## src/rtl/lcd_pkg.sv

```systemverilog
// Shared types, command codes and helpers for the HD44780 character LCD controller.
// Optional power-up init sequence is enabled with the LCD_INIT_EN macro.
package lcd_pkg;

  // The init-ROM step takes no cycle of its own. The next ROM byte is
  // captured on the edge that leaves power-up or the previous byte's wait,
  // and the FSM goes straight to S_SETUP.
  typedef enum logic [2:0] {
    S_PWRUP,
    S_IDLE,
    S_SETUP,
    S_PULSE,
    S_HOLD,
    S_WAIT
  } lcd_state_e;

  localparam logic [7:0] LCD_CMD_FUNCSET = 8'h38;
  localparam logic [7:0] LCD_CMD_DISPON  = 8'h0C;
  localparam logic [7:0] LCD_CMD_CLEAR   = 8'h01;
  localparam logic [7:0] LCD_CMD_HOME    = 8'h02;
  localparam logic [7:0] LCD_CMD_ENTRY   = 8'h06;

  localparam int LCD_INIT_LEN = 6;

  // Clear and home (including the 8'h03 alias of home) need the long execution wait.
  function automatic logic is_long_cmd(input logic rs, input logic [7:0] data);
    return !rs && (data == LCD_CMD_CLEAR || data == LCD_CMD_HOME || data == 8'h03);
  endfunction

`ifdef LCD_INIT_EN
  // Init sequence: function set three times, display on, clear, entry mode.
  function automatic logic [7:0] init_rom_byte(input logic [2:0] idx);
    logic [7:0] b;
    case (idx)
      3'd0, 3'd1, 3'd2: b = LCD_CMD_FUNCSET;
      3'd3:             b = LCD_CMD_DISPON;
      3'd4:             b = LCD_CMD_CLEAR;
      default:          b = LCD_CMD_ENTRY;
    endcase
    return b;
  endfunction
`endif

endpackage

```

## src/rtl/lcd_timer.sv

```systemverilog
// Loadable down-counter that times every phase of the LCD controller.
// done is high while the count is 1, which is the last cycle of a phase.
module lcd_timer #(
  parameter int          W       = 8,
  parameter int unsigned RST_VAL = 0
) (
  input  logic         clk,
  input  logic         rst_n,
  input  logic         load,
  input  logic [W-1:0] load_val,
  output logic         done
);

  logic [W-1:0] count;

  // Reload on a state change; otherwise count down and park at zero.
  always_ff @(posedge clk or negedge rst_n) begin
    if (!rst_n) begin
      count <= W'(RST_VAL);
    end else if (load) begin
      count <= load_val;
    end else if (count != '0) begin
      count <= count - W'(1);
    end
  end

  assign done = (count == W'(1));

endmodule

```

## src/rtl/lcd_ctrl.sv

```systemverilog
// HD44780-compatible character LCD controller, physical pin side.
// Accepts command/data bytes through a valid/ready handshake.
// Each byte is driven with setup, enable-pulse, hold and execution-wait timing.
// Define LCD_INIT_EN to play the built-in init ROM after the power-up wait.
module lcd_ctrl
  import lcd_pkg::*;
#(
  parameter int unsigned PWRUP_CYC = 750000,
  parameter int unsigned SETUP_CYC = 4,
  parameter int unsigned PULSE_CYC = 25,
  parameter int unsigned HOLD_CYC  = 4,
  parameter int unsigned EXEC_CYC  = 2000,
  parameter int unsigned LONG_CYC  = 82000
) (
  input  logic       i_clk,
  input  logic       i_rst_n,
  input  logic       i_vld,
  input  logic       i_rs,
  input  logic [7:0] i_data,
  output logic       o_rdy,
  output logic       o_init_done,
  output logic       o_lcd_on,
  output logic       o_lcd_en,
  output logic       o_lcd_rs,
  output logic       o_lcd_rw,
  output logic [7:0] o_lcd_data
);

  localparam int unsigned MAX_CYC = (PWRUP_CYC > LONG_CYC) ? PWRUP_CYC : LONG_CYC;
  localparam int          TW      = $clog2(MAX_CYC + 1);

  lcd_state_e    state, next_state;
  logic          tmr_load;
  logic [TW-1:0] tmr_val;
  logic          tmr_done;
  logic          cap_en;
  logic          cap_rs;
  logic [7:0]    cap_data;
  logic          lcd_rs_q;
  logic [7:0]    lcd_data_q;
  logic          lcd_en_q;
  logic          lcd_on_q;
  logic          init_done_q;
`ifdef LCD_INIT_EN
  logic [2:0]    rom_idx;
  logic          init_busy;
  logic          rom_step;
  logic          init_clr;
`endif

  lcd_timer #(
    .W       (TW),
    .RST_VAL (PWRUP_CYC)
  ) u_timer (
    .clk      (i_clk),
    .rst_n    (i_rst_n),
    .load     (tmr_load),
    .load_val (tmr_val),
    .done     (tmr_done)
  );

  // Next state, timer reload and byte capture for each phase of a transfer.
  always_comb begin
    next_state = state;
    tmr_load   = 1'b0;
    tmr_val    = '0;
    cap_en     = 1'b0;
    cap_rs     = 1'b0;
    cap_data   = 8'h00;
`ifdef LCD_INIT_EN
    rom_step   = 1'b0;
    init_clr   = 1'b0;
`endif
    case (state)
      S_PWRUP: begin
        if (tmr_done) begin
`ifdef LCD_INIT_EN
          next_state = S_SETUP;
          tmr_load   = 1'b1;
          tmr_val    = TW'(SETUP_CYC);
          cap_en     = 1'b1;
          cap_data   = init_rom_byte(3'd0);
          rom_step   = 1'b1;
`else
          next_state = S_IDLE;
`endif
        end
      end
      S_IDLE: begin
        if (i_vld) begin
          next_state = S_SETUP;
          tmr_load   = 1'b1;
          tmr_val    = TW'(SETUP_CYC);
          cap_en     = 1'b1;
          cap_rs     = i_rs;
          cap_data   = i_data;
        end
      end
      S_SETUP: begin
        if (tmr_done) begin
          next_state = S_PULSE;
          tmr_load   = 1'b1;
          tmr_val    = TW'(PULSE_CYC);
        end
      end
      S_PULSE: begin
        if (tmr_done) begin
          next_state = S_HOLD;
          tmr_load   = 1'b1;
          tmr_val    = TW'(HOLD_CYC);
        end
      end
      S_HOLD: begin
        if (tmr_done) begin
          next_state = S_WAIT;
          tmr_load   = 1'b1;
          tmr_val    = is_long_cmd(lcd_rs_q, lcd_data_q) ? TW'(LONG_CYC) : TW'(EXEC_CYC);
        end
      end
      S_WAIT: begin
        if (tmr_done) begin
`ifdef LCD_INIT_EN
          if (init_busy && rom_idx != 3'(LCD_INIT_LEN)) begin
            next_state = S_SETUP;
            tmr_load   = 1'b1;
            tmr_val    = TW'(SETUP_CYC);
            cap_en     = 1'b1;
            cap_data   = init_rom_byte(rom_idx);
            rom_step   = 1'b1;
          end else begin
            next_state = S_IDLE;
            init_clr   = init_busy;
          end
`else
          next_state = S_IDLE;
`endif
        end
      end
      default: next_state = S_PWRUP;
    endcase
  end

  // State register; reset restarts the power-up wait from the beginning.
  always_ff @(posedge i_clk or negedge i_rst_n) begin
    if (!i_rst_n) begin
      state <= S_PWRUP;
    end else begin
      state <= next_state;
    end
  end

  // Registered pin drivers; RS/DATA keep the last byte between transfers.
  always_ff @(posedge i_clk or negedge i_rst_n) begin
    if (!i_rst_n) begin
      lcd_rs_q    <= 1'b0;
      lcd_data_q  <= 8'h00;
      lcd_en_q    <= 1'b0;
      lcd_on_q    <= 1'b0;
      init_done_q <= 1'b0;
    end else begin
      lcd_on_q    <= 1'b1;
      lcd_en_q    <= (next_state == S_PULSE);
      init_done_q <= init_done_q | (next_state == S_IDLE);
      if (cap_en) begin
        lcd_rs_q   <= cap_rs;
        lcd_data_q <= cap_data;
      end
    end
  end

`ifdef LCD_INIT_EN
  // Walks the init ROM and remembers that the init sequence is still running.
  always_ff @(posedge i_clk or negedge i_rst_n) begin
    if (!i_rst_n) begin
      rom_idx   <= 3'd0;
      init_busy <= 1'b0;
    end else if (rom_step) begin
      rom_idx   <= rom_idx + 3'd1;
      init_busy <= 1'b1;
    end else if (init_clr) begin
      init_busy <= 1'b0;
    end
  end
`endif

  assign o_rdy       = (state == S_IDLE);
  assign o_init_done = init_done_q;
  assign o_lcd_on    = lcd_on_q;
  assign o_lcd_en    = lcd_en_q;
  assign o_lcd_rs    = lcd_rs_q;
  assign o_lcd_rw    = 1'b0;
  assign o_lcd_data  = lcd_data_q;

endmodule

```

## config.mk

```make
export PLATFORM = sky130hd
export DESIGN_NAME = lcd_ctrl
export DESIGN_NICKNAME = d
export VERILOG_FILES = /design/src/rtl/lcd_pkg.sv /design/src/rtl/lcd_timer.sv /design/src/rtl/lcd_ctrl.sv
export SDC_FILE = /design/constraint.sdc
export NUM_CORES = 1
export LEC_CHECK = 0
export BUFFER_PORTS_ARGS = -buffer_cell sky130_fd_sc_hd__buf_2
export CORE_AREA = 2 2 73 75
export CTS_CLUSTER_SIZE = 24
export DETAILED_ROUTE_END_ITERATION = 7
export DIE_AREA = 0 0 75 77
export PLACE_DENSITY = 0.6
export RECOVER_POWER = 100
export SYNTH_ARGS = -nofsm -noshare
export SYNTH_HDL_FRONTEND = slang
export SYNTH_SLANG_ARGS = --single-unit
```

## constraint.sdc

```tcl
create_clock -name i_clk -period 1.8 [get_ports i_clk]
set_input_delay 0.36 -clock i_clk [delete_from_list [all_inputs] [get_ports i_clk]]
set_output_delay 0.36 -clock i_clk [all_outputs]
set_load 0.03 [all_outputs]
```

==> report_table.html <==
<table>
<tr><th>Metric</th><th>Value</th></tr>
<tr><th colspan="2">Status</th></tr>
<tr><td>Run status</td><td>finished, violations left</td></tr>
<tr><td>Failing checks</td><td>setup timing</td></tr>
<tr><th colspan="2">Floorplan</th></tr>
<tr><td>Core footprint</td><td>4980 um2</td></tr>
<tr><td>Die Span X</td><td>75 um</td></tr>
<tr><td>Count of boundary I/O pins</td><td>26</td></tr>
<tr><td>Row Count</td><td>26</td></tr>
<tr><td>Initial Utilization</td><td>38.4%</td></tr>
<tr><td>Die boundary height</td><td>77 um</td></tr>
<tr><td>Area of the die</td><td>5780 um2</td></tr>
<tr><th colspan="2">Synthesis</th></tr>
<tr><td>Leading cell types by count after synthesis</td><td>sky130_fd_sc_hd__nor2_1, sky130_fd_sc_hd__dfrtp_1, sky130_fd_sc_hd__dfstp_2, sky130_fd_sc_hd__nand2_1, sky130_fd_sc_hd__xor2_1</td></tr>
<tr><td>Post-synthesis instance total</td><td>183</td></tr>
<tr><td>Seq/Total Area, Yosys</td><td>46.4%</td></tr>
<tr><td>Synth area leader</td><td>sky130_fd_sc_hd__dfrtp_1</td></tr>
<tr><td>Synthesis warning total</td><td>0</td></tr>
<tr><td>Top cells by area, synth</td><td>sky130_fd_sc_hd__dfrtp_1, sky130_fd_sc_hd__dfstp_2, sky130_fd_sc_hd__mux2_2, sky130_fd_sc_hd__nor2_1, sky130_fd_sc_hd__xor2_1</td></tr>
<tr><td>Post-synthesis average cell area</td><td>10.5 um2</td></tr>
<tr><td>Net count after synthesis</td><td>197</td></tr>
<tr><td>Share of flip-flops with an asynchronous set or reset after synthesis</td><td>100%</td></tr>
<tr><td>Cell area after synthesis</td><td>1910 um2</td></tr>
<tr><td>Proportion of netlist area held by the largest area contributor</td><td>32.7%</td></tr>
<tr><td>Leading register cell type out of synthesis</td><td>sky130_fd_sc_hd__dfrtp_1</td></tr>
<tr><td>Most instantiated library cell after synthesis</td><td>sky130_fd_sc_hd__nor2_1</td></tr>
<tr><td>Flop and latch count out of synthesis</td><td>35</td></tr>
<tr><td>Count of flip-flops with a built-in enable after synthesis</td><td>0</td></tr>
<tr><td>Synth cell types</td><td>53</td></tr>
<tr><th colspan="2">STA</th></tr>
<tr><td>Hold Violations, Final</td><td>0</td></tr>
<tr><td>Post-layout worst setup margin</td><td>-51.1 ps</td></tr>
<tr><td>Max-Slew Margin vs Limit</td><td>42.7%</td></tr>
<tr><td>Final setup violating endpoints</td><td>13</td></tr>
<tr><td>Final period util</td><td>103%</td></tr>
<tr><td>Maximum operating frequency</td><td>540 MHz</td></tr>
<tr><td>Final setup TNS</td><td>-214 ps</td></tr>
<tr><td>Actual transition at the worst max-transition pin</td><td>860 ps</td></tr>
<tr><td>Worst Hold Slack</td><td>242 ps</td></tr>
<tr><td>Max-slew violation total from the final report</td><td>0</td></tr>
<tr><td>Maximum clock skew at final layout</td><td>10.9 ps</td></tr>
<tr><td>Final critical delay including setup and external delays</td><td>1850 ps</td></tr>
<tr><td>Setup repair after global routing missed its margin</td><td>yes</td></tr>
<tr><th colspan="2">Global route</th></tr>
<tr><td>GR Overflow Total</td><td>0</td></tr>
<tr><td>Routing usage on met1</td><td>21.6%</td></tr>
<tr><td>Vias in the first global route</td><td>1613</td></tr>
<tr><td>Most Crowded Layer GR</td><td>met2</td></tr>
<tr><td>Fraction of met2 tracks used by global routing</td><td>26.6%</td></tr>
<tr><td>Pin count of the biggest net entering global routing</td><td>36</td></tr>
<tr><td>First-pass GRT wire length</td><td>7330 um</td></tr>
<tr><td>GR met3 Demand/Resource</td><td>4.07%</td></tr>
<tr><td>All-Layer GR Usage</td><td>16.6%</td></tr>
<tr><td>Number of antenna violations at the first check in global routing</td><td>0</td></tr>
<tr><th colspan="2">Setup path</th></tr>
<tr><td>Max FO, Critical Path</td><td>4</td></tr>
<tr><td>Crit Path Category</td><td>reg -&gt; reg</td></tr>
<tr><td>Startpoint of the worst-slack reg-to-reg timing path</td><td>u_timer.count[5]</td></tr>
<tr><td>Max incr delay on CP</td><td>580 ps</td></tr>
<tr><td>Critical path launch point type</td><td>flop</td></tr>
<tr><td>Setup slack, reg-to-reg</td><td>-50 ps</td></tr>
<tr><td>Standard cell with the maximum stage delay on the critical path</td><td>sky130_fd_sc_hd__or4_4</td></tr>
<tr><td>Category of the worst setup path capture point</td><td>flop</td></tr>
<tr><td>Data arrival at the endpoint of the critical path</td><td>2040 ps</td></tr>
<tr><td>Reg2Reg Capture Point</td><td>u_timer.count[3]</td></tr>
<tr><td>Number of cells on the worst reg-to-reg path</td><td>6</td></tr>
<tr><td>Chain of cells forming the critical path</td><td>or4_4 &gt; a2111oi_4 &gt; a21o_1 &gt; buf_4 &gt; nor2_2 &gt; o21a_1</td></tr>
<tr><td>Worst EP required</td><td>1990 ps</td></tr>
<tr><th colspan="2">Placement</th></tr>
<tr><td>Placer's final routability congestion estimate</td><td>0.846</td></tr>
<tr><td>Number of cells after detailed placement</td><td>313</td></tr>
<tr><td>Pre-CTS setup slack</td><td>-46.4 ps</td></tr>
<tr><td>Number of input and output port buffers inserted</td><td>24</td></tr>
<tr><td>Standard cell area after detailed placement</td><td>2400 um2</td></tr>
<tr><td>Final HPWL from detailed placement</td><td>3250 um</td></tr>
<tr><th colspan="2">Drt</th></tr>
<tr><td>Router iterations before antenna repair</td><td>4</td></tr>
<tr><td>DRC violations left</td><td>0</td></tr>
<tr><td>Post-DR wirelength/cell</td><td>13.6 um</td></tr>
<tr><td>Number of nets with antenna violations after detailed routing</td><td>0</td></tr>
<tr><td>Detailed router's first-iteration violation count</td><td>65</td></tr>
<tr><td>Mean number of vias per cell</td><td>4.97</td></tr>
<tr><td>Vias</td><td>1619</td></tr>
<tr><td>Total Wirelength</td><td>4440 um</td></tr>
<tr><th colspan="2">Layout</th></tr>
<tr><td>Final instance area</td><td>2570 um2</td></tr>
<tr><td>Final standard cell count with taps included and fillers excluded</td><td>326</td></tr>
<tr><td>Count of inserted antenna diode cells</td><td>0</td></tr>
<tr><td>Share of cells above drive strength 1</td><td>40.2%</td></tr>
<tr><td>Total Nets Final</td><td>269</td></tr>
<tr><td>Layout overhead on the synthesized area</td><td>34.2%</td></tr>
<tr><th colspan="2">Clock tree</th></tr>
<tr><td># H-tree levels</td><td>2</td></tr>
<tr><td>Clock latency on the worst-skew pair</td><td>300 ps</td></tr>
<tr><td>Clock tree from TritonCTS</td><td>yes</td></tr>
<tr><td>Bufs on Longest Clock Path</td><td>2</td></tr>
<tr><td># clock sinks</td><td>35</td></tr>
<tr><td>Count of hold buffers inserted by post-cts repair</td><td>0</td></tr>
<tr><td>Clock root buffer</td><td>sky130_fd_sc_hd__clkbuf_8</td></tr>
<tr><td>Post-CTS clock slew at the launch and capture registers of the worst setup and hold paths</td><td>80 ps</td></tr>
<tr><td>Cts bufs inserted</td><td>5</td></tr>
<tr><th colspan="2">Power and ir drop</th></tr>
<tr><td>Total leakage power</td><td>1.08 nW</td></tr>
<tr><td>Peak VDD IR</td><td>0.532 mV</td></tr>
<tr><td>Power density cells</td><td>612 nW/um2</td></tr>
<tr><th colspan="2">Min path</th></tr>
<tr><td>Min-delay worst type</td><td>in -&gt; async</td></tr>
<tr><th colspan="2">Flow run</th></tr>
<tr><td>Total of max-cap violations</td><td>0</td></tr>
</table>
per-layer routing:
metal | routed length, um | share of wire, %
met1 | 2000 | 45
met4 | 72 | 1.6
met5 | 0 | 0
met2 | 2210 | 50
met3 | 166 | 3.7
stage by stage:
| step | util [%] | total power (W) |
|---|---|---|
| floorplan | - | 0.000811 |
| global placement | 48.3 | 0.000839 |
| detailed placement | 48.3 | 0.000840 |
| CTS | 51.3 | 0.00159 |
| global route | 51.6 | 0.00162 |
| finish | 51.6 | 0.00157 |
how the worst max path moves through the flow:
stage | from | to | slack [ps] | depth (start not counted)
floorplan | u_timer.count[6] | u_timer.count[3] | 10 | 6
global placement | u_timer.count[6] | u_timer.count[9] | -7 | 6
detailed placement | u_timer.count[6] | u_timer.count[10] | -50 | 6
CTS | u_timer.count[5] | u_timer.count[9] | -40 | 6
global route | u_timer.count[5] | u_timer.count[9] | -140 | 6
finish | u_timer.count[5] | u_timer.count[3] | -50 | 6
logic make-up (layout without fill, tap and decap cells):
family	count (synthesis)	after routing	synth area share (%)
compound gates	35	35	13.6
xor+xnor	14	14	6.41
fa+ha+maj	2	2	1.31
buf+inv	10	82	3.07
flops	35	35	46.4
mux	10	10	5.82
other cells	2	2	0.393
simple gates	75	76	23.0
power by group:
group / internal [W] / switching [W] / total (W) / leakage (nW)
registers: 0.000788 / 0.000000253 / 0.000788 / 0.396
clock network: 0.000420 / 0.000329 / 0.000749 / 0.0587
logic: 0.00000976 / 0.0000240 / 0.0000337 / 0.622
total: 0.00122 / 0.000353 / 0.00157 / 1.08
repair_timing:
action	CTS	global route
endpoints found under the setup margin	14	23
pin swaps	4	8
gates cloned	0	1
gates resized for setup	5	7
setup buffers	2	2
area by class of cell:
type | count | area (um2)
multi-input cells | 139 | 1010
inverters | 4 | 15.0
flip-flops and latches | 35 | 888
well taps | 70 | 87.6
clock buffers | 5 | 68.8
repair buffers | 70 | 449
clock inverters | 3 | 47.5
fillers | 463 | 2410
registers in the layout (all words and copies together) (netlist names):
name           flops
o_lcd_data         8
u_timer.count     20
state              3
o_lcd_rs           1
o_lcd_on           1
o_init_done        1
o_lcd_en           1
worst max-delay path: cells and delay by family, from the launching register on:
family / cells / cell delay, ps
and+or+nand+nor: 2 / 620
AOI/OAI and AO/OA: 3 / 600
DFF: 1 / 380
buffers and inverters: 1 / 140
cell usage in the layout (no fill, tap or decap), types with 2 or more instances in the layout:
| cell | count |
|---|---|
| sky130_fd_sc_hd__dfrtp_1 | 25 |
| sky130_fd_sc_hd__o21ai_0 | 2 |
| sky130_fd_sc_hd__a21oi_1 | 7 |
| sky130_fd_sc_hd__nor2_1 | 25 |
| sky130_fd_sc_hd__o21a_1 | 8 |
| sky130_fd_sc_hd__nor4_4 | 2 |
| sky130_fd_sc_hd__xor2_1 | 10 |
| sky130_fd_sc_hd__nor4_1 | 2 |
| sky130_fd_sc_hd__o211ai_1 | 3 |
| sky130_fd_sc_hd__mux2_2 | 9 |
| sky130_fd_sc_hd__xnor2_1 | 4 |
| sky130_fd_sc_hd__or3_1 | 2 |
| sky130_fd_sc_hd__nor3_1 | 5 |
| sky130_fd_sc_hd__dfstp_2 | 10 |
| sky130_fd_sc_hd__nor2b_1 | 2 |
| sky130_fd_sc_hd__conb_1 | 2 |
| sky130_fd_sc_hd__nor2_2 | 2 |
| sky130_fd_sc_hd__clkbuf_1 | 12 |
| sky130_fd_sc_hd__or4_4 | 2 |
| sky130_fd_sc_hd__clkbuf_8 | 5 |
| sky130_fd_sc_hd__nand2b_1 | 2 |
| sky130_fd_sc_hd__nor3_2 | 2 |
| sky130_fd_sc_hd__nand3_1 | 4 |
| sky130_fd_sc_hd__nand2_1 | 10 |
| sky130_fd_sc_hd__nand4_1 | 4 |
| sky130_fd_sc_hd__clkbuf_2 | 3 |
| sky130_fd_sc_hd__inv_1 | 4 |
| sky130_fd_sc_hd__nand4b_1 | 2 |
| sky130_fd_sc_hd__ha_1 | 2 |
| sky130_fd_sc_hd__buf_4 | 43 |
| sky130_fd_sc_hd__buf_2 | 11 |
(Power assumes the default switching activity.)
